==> src/rtl/led_pattern_gen.sv <==
// LED pattern sequencer (FILL/RUN/BOUNCE/BLINK) paced by a step prescaler; q, step and done are registered.
// Define LED_PATTERN_GEN_BOUNCE_EN to build BOUNCE; without it mode 2 runs as RUN and no bounce direction state exists.
module led_pattern_gen #(
  parameter int WIDTH = 8,
  parameter int DIV_W = 4
) (
  input  logic             clk,
  input  logic             rs,
  input  logic             pause,
  input  logic [1:0]       mode,
  input  logic             dir,
  input  logic [DIV_W-1:0] step_div,
  output logic [WIDTH-1:0] q,
  output logic             step,
  output logic             done
);

  typedef enum logic [1:0] {
    M_FILL   = 2'd0,
    M_RUN    = 2'd1,
    M_BOUNCE = 2'd2,
    M_BLINK  = 2'd3
  } mode_e;

  localparam logic [WIDTH-1:0] ONES = '1;
  localparam logic [WIDTH-1:0] ONE  = WIDTH'(1);
  localparam logic [WIDTH-1:0] TWO  = WIDTH'(2);
  localparam logic [WIDTH-1:0] MSB  = ONE << (WIDTH - 1);

  function automatic logic [WIDTH-1:0] rev_bits(input logic [WIDTH-1:0] x);
    logic [WIDTH-1:0] r;
    for (int i = 0; i < WIDTH; i++) r[i] = x[WIDTH-1-i];
    return r;
  endfunction

  function automatic logic [WIDTH-1:0] orient(input logic [WIDTH-1:0] x, input logic d);
    return d ? rev_bits(x) : x;
  endfunction

  function automatic mode_e eff_mode(input logic [1:0] m);
`ifdef LED_PATTERN_GEN_BOUNCE_EN
    return mode_e'(m);
`else
    return (m == 2'd2) ? M_RUN : mode_e'(m);
`endif
  endfunction

  function automatic logic [WIDTH-1:0] start_pat(input mode_e m);
    return (m == M_RUN || m == M_BOUNCE) ? ONE : '0;
  endfunction

  logic [DIV_W-1:0] cnt_q;
  mode_e            mode_q;
  logic             dir_q;
  logic [WIDTH-1:0] q_q;
  logic             step_q;
  logic             done_q;

  logic             tick;
  logic             last;
  logic [WIDTH-1:0] canon;
  logic [WIDTH-1:0] canon_d;

  assign tick  = !pause && (cnt_q >= step_div);
  // q holds the oriented pattern; undo the orientation to step the canonical one
  assign canon = orient(q_q, dir_q);

`ifdef LED_PATTERN_GEN_BOUNCE_EN
  logic up_q;
  logic up_d;
`endif

  always_comb begin
    last    = 1'b0;
    canon_d = canon;
`ifdef LED_PATTERN_GEN_BOUNCE_EN
    up_d    = up_q;
`endif
    case (mode_q)
      M_FILL: begin
        last = (canon == MSB);
        if (canon == ONES)                    canon_d = canon << 1;
        else if (canon == '0 || canon[0])     canon_d = (canon << 1) | ONE;
        else                                  canon_d = canon << 1;
      end
`ifdef LED_PATTERN_GEN_BOUNCE_EN
      M_BOUNCE: begin
        // at WIDTH=2 the top position is also the turnaround, so 02 is last while still moving up
        last = (canon == TWO) && (!up_q || canon[WIDTH-1]);
        if (up_q && canon[WIDTH-1]) begin
          canon_d = canon >> 1;
          up_d    = 1'b0;
        end else if (up_q) begin
          canon_d = canon << 1;
        end else begin
          canon_d = canon >> 1;
        end
      end
`endif
      M_BLINK: begin
        last    = (canon == ONES);
        canon_d = ~canon;
      end
      default: begin
        last    = (canon == MSB);
        canon_d = canon << 1;
      end
    endcase
  end

  always_ff @(posedge clk) begin
    if (!rs) begin
      cnt_q  <= '0;
      step_q <= 1'b0;
      done_q <= 1'b0;
      mode_q <= eff_mode(mode);
      dir_q  <= dir;
      q_q    <= orient(start_pat(eff_mode(mode)), dir);
    end else if (pause) begin
      step_q <= 1'b0;
      done_q <= 1'b0;
    end else begin
      step_q <= tick;
      done_q <= tick && last;
      if (tick) begin
        cnt_q <= '0;
        if (last) begin
          mode_q <= eff_mode(mode);
          dir_q  <= dir;
          q_q    <= orient(start_pat(eff_mode(mode)), dir);
        end else begin
          q_q    <= orient(canon_d, dir_q);
        end
      end else begin
        cnt_q <= cnt_q + 1'b1;
      end
    end
  end

`ifdef LED_PATTERN_GEN_BOUNCE_EN
  always_ff @(posedge clk) begin
    if (!rs)       up_q <= 1'b1;
    else if (tick) up_q <= last ? 1'b1 : up_d;
  end
`endif

  assign q    = q_q;
  assign step = step_q;
  assign done = done_q;

endmodule

==> config.mk <==
export PLATFORM = sky130hd
export DESIGN_NAME = led_pattern_gen
export DESIGN_NICKNAME = d
export VERILOG_FILES = /design/src/rtl/led_pattern_gen.sv
export SDC_FILE = /design/constraint.sdc
export NUM_CORES = 1
export LEC_CHECK = 0
export ABC_AREA = 1
export ABC_CLOCK_PERIOD_IN_PS = 1930
export CORE_MARGIN = 4
export CORE_UTILIZATION = 52
export DETAILED_ROUTE_END_ITERATION = 6
export HOLD_SLACK_MARGIN = 0.05
export PLACE_DENSITY = 0.83
export SLEW_MARGIN = 20
export SYNTH_ARGS = -nofsm -noshare
export SYNTH_HDL_FRONTEND = slang
export SYNTH_SLANG_ARGS = --single-unit
==> constraint.sdc <==
create_clock -name clk -period 1.93 [get_ports clk]
set_input_delay 0.193 -clock clk [delete_from_list [all_inputs] [get_ports clk]]
set_output_delay 0.193 -clock clk [all_outputs]
set_load 0.05 [all_outputs]
# --- Word level (Yosys, flattened, before mapping) ---
# Index checks and enable logic that the tools add are counted.
# Widths: inputs -> output; s select.
classes:
  magnitude_cmp: 1
  n_bitwise: 2
  muxes: 22
  eq_ne: 9
  addsub: 1
  reduce_logical: 10
ops:
  columns: ["cell", "count"]
  rows:
  - ["$mux 8", 7]
  - ["$eq 8x8->1 const B", 2]
  - ["$pmux 8 s2", 1]
  - ["$mux 2", 5]
  - ["$logic_not 8->1", 1]
  - ["$mux 1", 8]
  - ["$not 8->8", 1]
  - ["$eq 2x2->1 const B", 3]
  - ["$add 4x1->4 const B", 1]
  - ["$ge 4x4->1", 1]
  - ["$mux 4", 1]
  - ["$ne 2x1->1 const B", 2]
  - ["$reduce_and 3->1", 1]
  - ["$eq 2x1->1 const B", 1]
  - ["$logic_and 1x1->1", 2]
  - ["$logic_not 2->1", 1]
  - ["$logic_or 1x1->1", 2]
  - ["$ne 2x2->1 const B", 1]
  - ["$reduce_and 2->1", 1]
  - ["$reduce_or 2->1", 1]
  - ["$logic_not 1->1", 1]
  - ["$not 1->1", 1]
totals:
  word_cells: 51
  output_inout_bits: 10
  in_bits: 10
  ff_bits: 17

# --- Logic depth before layout (Yosys ltp) ---
depth:
  word_depth: 11
  depth_mapped: 12
  mapped_depth_nobuf: 12

# --- Worst setup path before layout ---
# No wires, ideal clock.
synth_path:
  path_type: "register to register"
  start: "register q_q[6], in the netlist q[6]"
  end: "register dir_q, enable pin"
  setup_ns: 0.299
  setup_slack_ns: 0.049
  stages_incl_launch_ff: 10
  arrival_ns: 1.582
  required_ns: 1.631
  n_path_buf: 1
  period_less_slack_ns: 1.881
  path_cell_list: "edfxtp_1 inv_1 o21ai_1 nand2_1 nor2_2 nand3_1 nand3_2 buf_6 nand2_1 inv_1"
synth_via:
  elab_chain_len: 5
  elab_cells_between_ends: 6
  cone_classes: "eq/ne (3); mux (2); reduce/logical (1)"
synth_rtl:
  columns: ["element", "line_no", "text"]
  rows:
  - ["from (decl)", "55", "logic [WIDTH-1:0] q_q;"]
  - ["from (signal assigned)", "118", "q_q <= orient(start_pat(eff_mode(mode)), dir);"]
  - ["from (signal assigned)", "130", "q_q <= orient(start_pat(eff_mode(mode)), dir);"]
  - ["from (signal assigned)", "132", "q_q <= orient(canon_d, dir_q);"]
  - ["$mux 8 (*)", "37", "return d ? rev_bits(x) : x;"]
  - ["$eq 8x8->1, on equally long branches", "81, 105, 101", null]
  - ["$mux 1 (*)", null, null]
  - ["$ne 2x1->1 (no source line) (*)", null, null]
  - ["$reduce_and 3->1 (no source line) (*)", null, null]
  - ["to (signal assigned)", "117", "dir_q <= dir;"]
  - ["to (signal assigned)", "129", "dir_q <= dir;"]
  - ["to (decl)", "54", "logic dir_q;"]
# Mark *: on every way between the ends. The rest lies on a longest branch, timed or not.
# A chain may end at the register's enable or synchronous reset.

# --- Final worst setup path ---
layout_path:
  start: "register dir_q"
  end: "register dir_q, enable pin"
layout_via:
  elab_chain_len: 5
  elab_cells_between_ends: 6
  cone_classes: "eq/ne (3); mux (2); reduce/logical (1)"
layout_rtl:
  columns: ["element", "line_no"]
  rows:
  - ["$mux 8 (*)", "37"]
  - ["$eq 8x8->1, on equally long branches", "81, 105, 101"]
  - ["$mux 1 (*)", null]
  - ["$ne 2x1->1 (no source line) (*)", null]
  - ["$reduce_and 3->1 (no source line) (*)", null]
# Marked as above.

==> metrics.txt <==
core box area between 2000 and 2500 µm²; antenna violations before repair 0; outcome complete, no violations; Worst Path Class, Setup register to register; worst flop-to-flop path startpoint dir_q; #FFs+latches synth 17; Yosys cell types 25; 1st-iter DRT viols 58; CP Max Fanout 6; DRC 0; GRT Resource Usage Total 0.177; area grow syn2layout 30.9%; leading area contributor after synthesis edfxtp_1; Required @ worst endpoint 1.94 ns; Final setup viols 0; commonest non-fill, non-tap cell in the layout nand2_1; R2R depth 11; IO Count 20; clk sinks 17; largest net degree at the start of global routing 12; PwrDens slightly above 600 nW/µm²; most frequent cells in the layout 62 x nand2_1, 19 x clkdlybuf4s50_1, 18 x inv_1; Final Hold Viols 0; Worst-Skew Late Latency just under 0.3 ns; met3 wire length 197 µm; Avg Vias per Cell around 5.3; Mapped Avg Cell Area roughly 7.1 µm²; Final Skew around 0.010 ns; RePlAce Congestion 0.792; worst setup path startpoint dir_q; Hold Slack 0.518 ns; Critical Path Sink Type register; wire per inst 12.7 µm; DR vias 1,224; share of layout cells above drive strength 1 0.151; Synth area leaders edfxtp_1 27%, nand2_1 20%, dfxtp_1 10%; Die Footprint about 3100 µm²; top layer in use met4; synthesized cell area 1200 µm²; Setup WS post-layout 0.0574 ns; Die Height ~56 µm; Slew @ Worst Pin 0.503 ns; DP Worst Slack -0.00539 ns; max-cap viol count 0; met2 wire length 1630 µm; max incr delay on CP around 0.40 ns; Min Clock Period, post-route ~1.9 ns; crit path cell chain buf_4 -> buf_6 -> nand2_1 -> nand2_2 -> inv_2 -> nand2_1 -> nor2_2 -> nand3_2 -> nand3_4 -> nand2_1 -> inv_2; kind of start point of the critical path register; # H-tree levels 1; met1 wire length 1070 µm; # rows 17; worst reg2reg endpoint dir_q; DRT Wirelength 2960 µm; Data arrival, critical path approximately 1.9 ns; antenna viol nets, final 0; slowest CP cell edfxtp_1; Seq/Total Area, Yosys 0.375; DIE WIDTH 56.1 µm; Crit path top cell by count nand2_1; Initial Utilization 0.544; CTS buffer count 3; grt total ovfl 0; number of global-route vias before repair 1,040; clk root buf clkbuf_4; end of the critical path dir_q; Finished Layout Cells 233; CTS tree done; final slew viol count 0; Yosys top cell area share 0.275; Synth Instances 170; Diodes inserted 0; global-route wire length before repair roughly 4400 µm; clock slew at reported path FFs 0.10 ns; Period Utilization, post-route 0.970; Synth warnings 0; placed instance count 222; FMAX 534 MHz; Leakage 0.737 nW; Max VDD drop 590 µV; Hold Crit Class register to register; clk buf depth 2; Pre-Repair DR Iteration Count 4; fin nets 225; Mapped Nets roughly 190; max_slew headroom 0.664; Reg2Reg Setup Slack 0.06 ns; DP Wirelength ~2200 µm; IO buf count 19
[how the worst min path moves through the flow]
stage	start	to	slack, ns	depth (start not counted)
6_report	cnt_q[2]	cnt_q[2]	0.52	2
2_1_floorplan	dir	dir_q	0.29	0
3_3_place_gp	cnt_q[2]	cnt_q[2]	0.49	2
5_1_grt	dir	dir_q	0.53	1
3_5_place_dp	cnt_q[2]	cnt_q[2]	0.51	2
4_1_cts	rs	step	0.51	3
[per-layer routing]
layer	track usage	vias to the layer above
met4	0.0610	0
met1	0.188	541
met3	0.0209	7
met2	0.351	55
met5	0	-
li1	-	621
[logic make-up (layout without fill, tap and decap cells)]
group / count (synthesis) / in the layout / share of synthesized area
AND/OR/NAND/NOR: 93 / 93 / 0.319
buffers and inverters: 27 / 62 / 0.0978
AO/OA/AOI/OAI: 23 / 23 / 0.107
flip-flops: 17 / 17 / 0.375
adder cells (fa/ha/maj): 9 / 9 / 0.0937
XOR/XNOR: 1 / 1 / 0.00729
[worst max-delay path: cells and delay by family (launching register included)]
kind / cells / cell delay (ns)
buffers and inverters: 4 / 0.47
DFF: 1 / 0.40
and+or+nand+nor: 7 / 0.74
[synth_stat cells]
cell / count
edfxtp_1: 11
o21ai_1: 2
o21bai_1: 1
nor2_2: 1
buf_6: 1
ha_1: 9
xor2_1: 1
nand4_1: 1
inv_2: 1
buf_4: 2
nand3_2: 2
o22ai_1: 7
nand3b_1: 1
nor2_1: 14
nor3_1: 1
a21boi_0: 1
nand3_1: 8
inv_1: 21
nand2_1: 64
or2_2: 1
o21ai_0: 2
buf_2: 1
a21oi_1: 10
clkinv_1: 1
dfxtp_1: 6
[sequential cells by signal, summed over array words and instances, names as in the netlist]
name	count
cnt_q	4
step	1
mode_q	2
done	1
q	8
dir_q	1
[layout make-up]
class	instances	area (µm²)
flip-flops and latches	17	450
repair buffers	34	312
multi-input cells	126	654
inverters	23	88.8
well taps	28	35.0
repair inverters	1	7.51
fillers	187	638
clock buffers	4	26.3
[timing repair]
action | in CTS | in global routing
gates resized for setup | 0 | 13
buffers inserted | 0 | 6
endpoints found under the setup margin | 0 | 11
hold buffers | 0 | 0
[report_power, final]
group / total [mW] / internal (mW) / switching [mW]
clock network: 0.186 / 0.0805 / 0.106
registers: 0.440 / 0.418 / 0.0217
logic: 0.340 / 0.130 / 0.210
[per-stage QoR]
step / util / power [mW] / cell area [µm²] / setup TNS (ns)
floorplan: - / 0.653 / 1200 / 0
global placement: 0.662 / 0.744 / 1460 / 0
detailed placement: 0.662 / 0.757 / 1460 / -0.0161
CTS: 0.674 / 0.939 / 1490 / 0
global route: 0.712 / 1.02 / 1570 / -0.150
finish: 0.712 / 0.966 / 1570 / 0
Note: power is estimated with default switching activity, not from simulation.
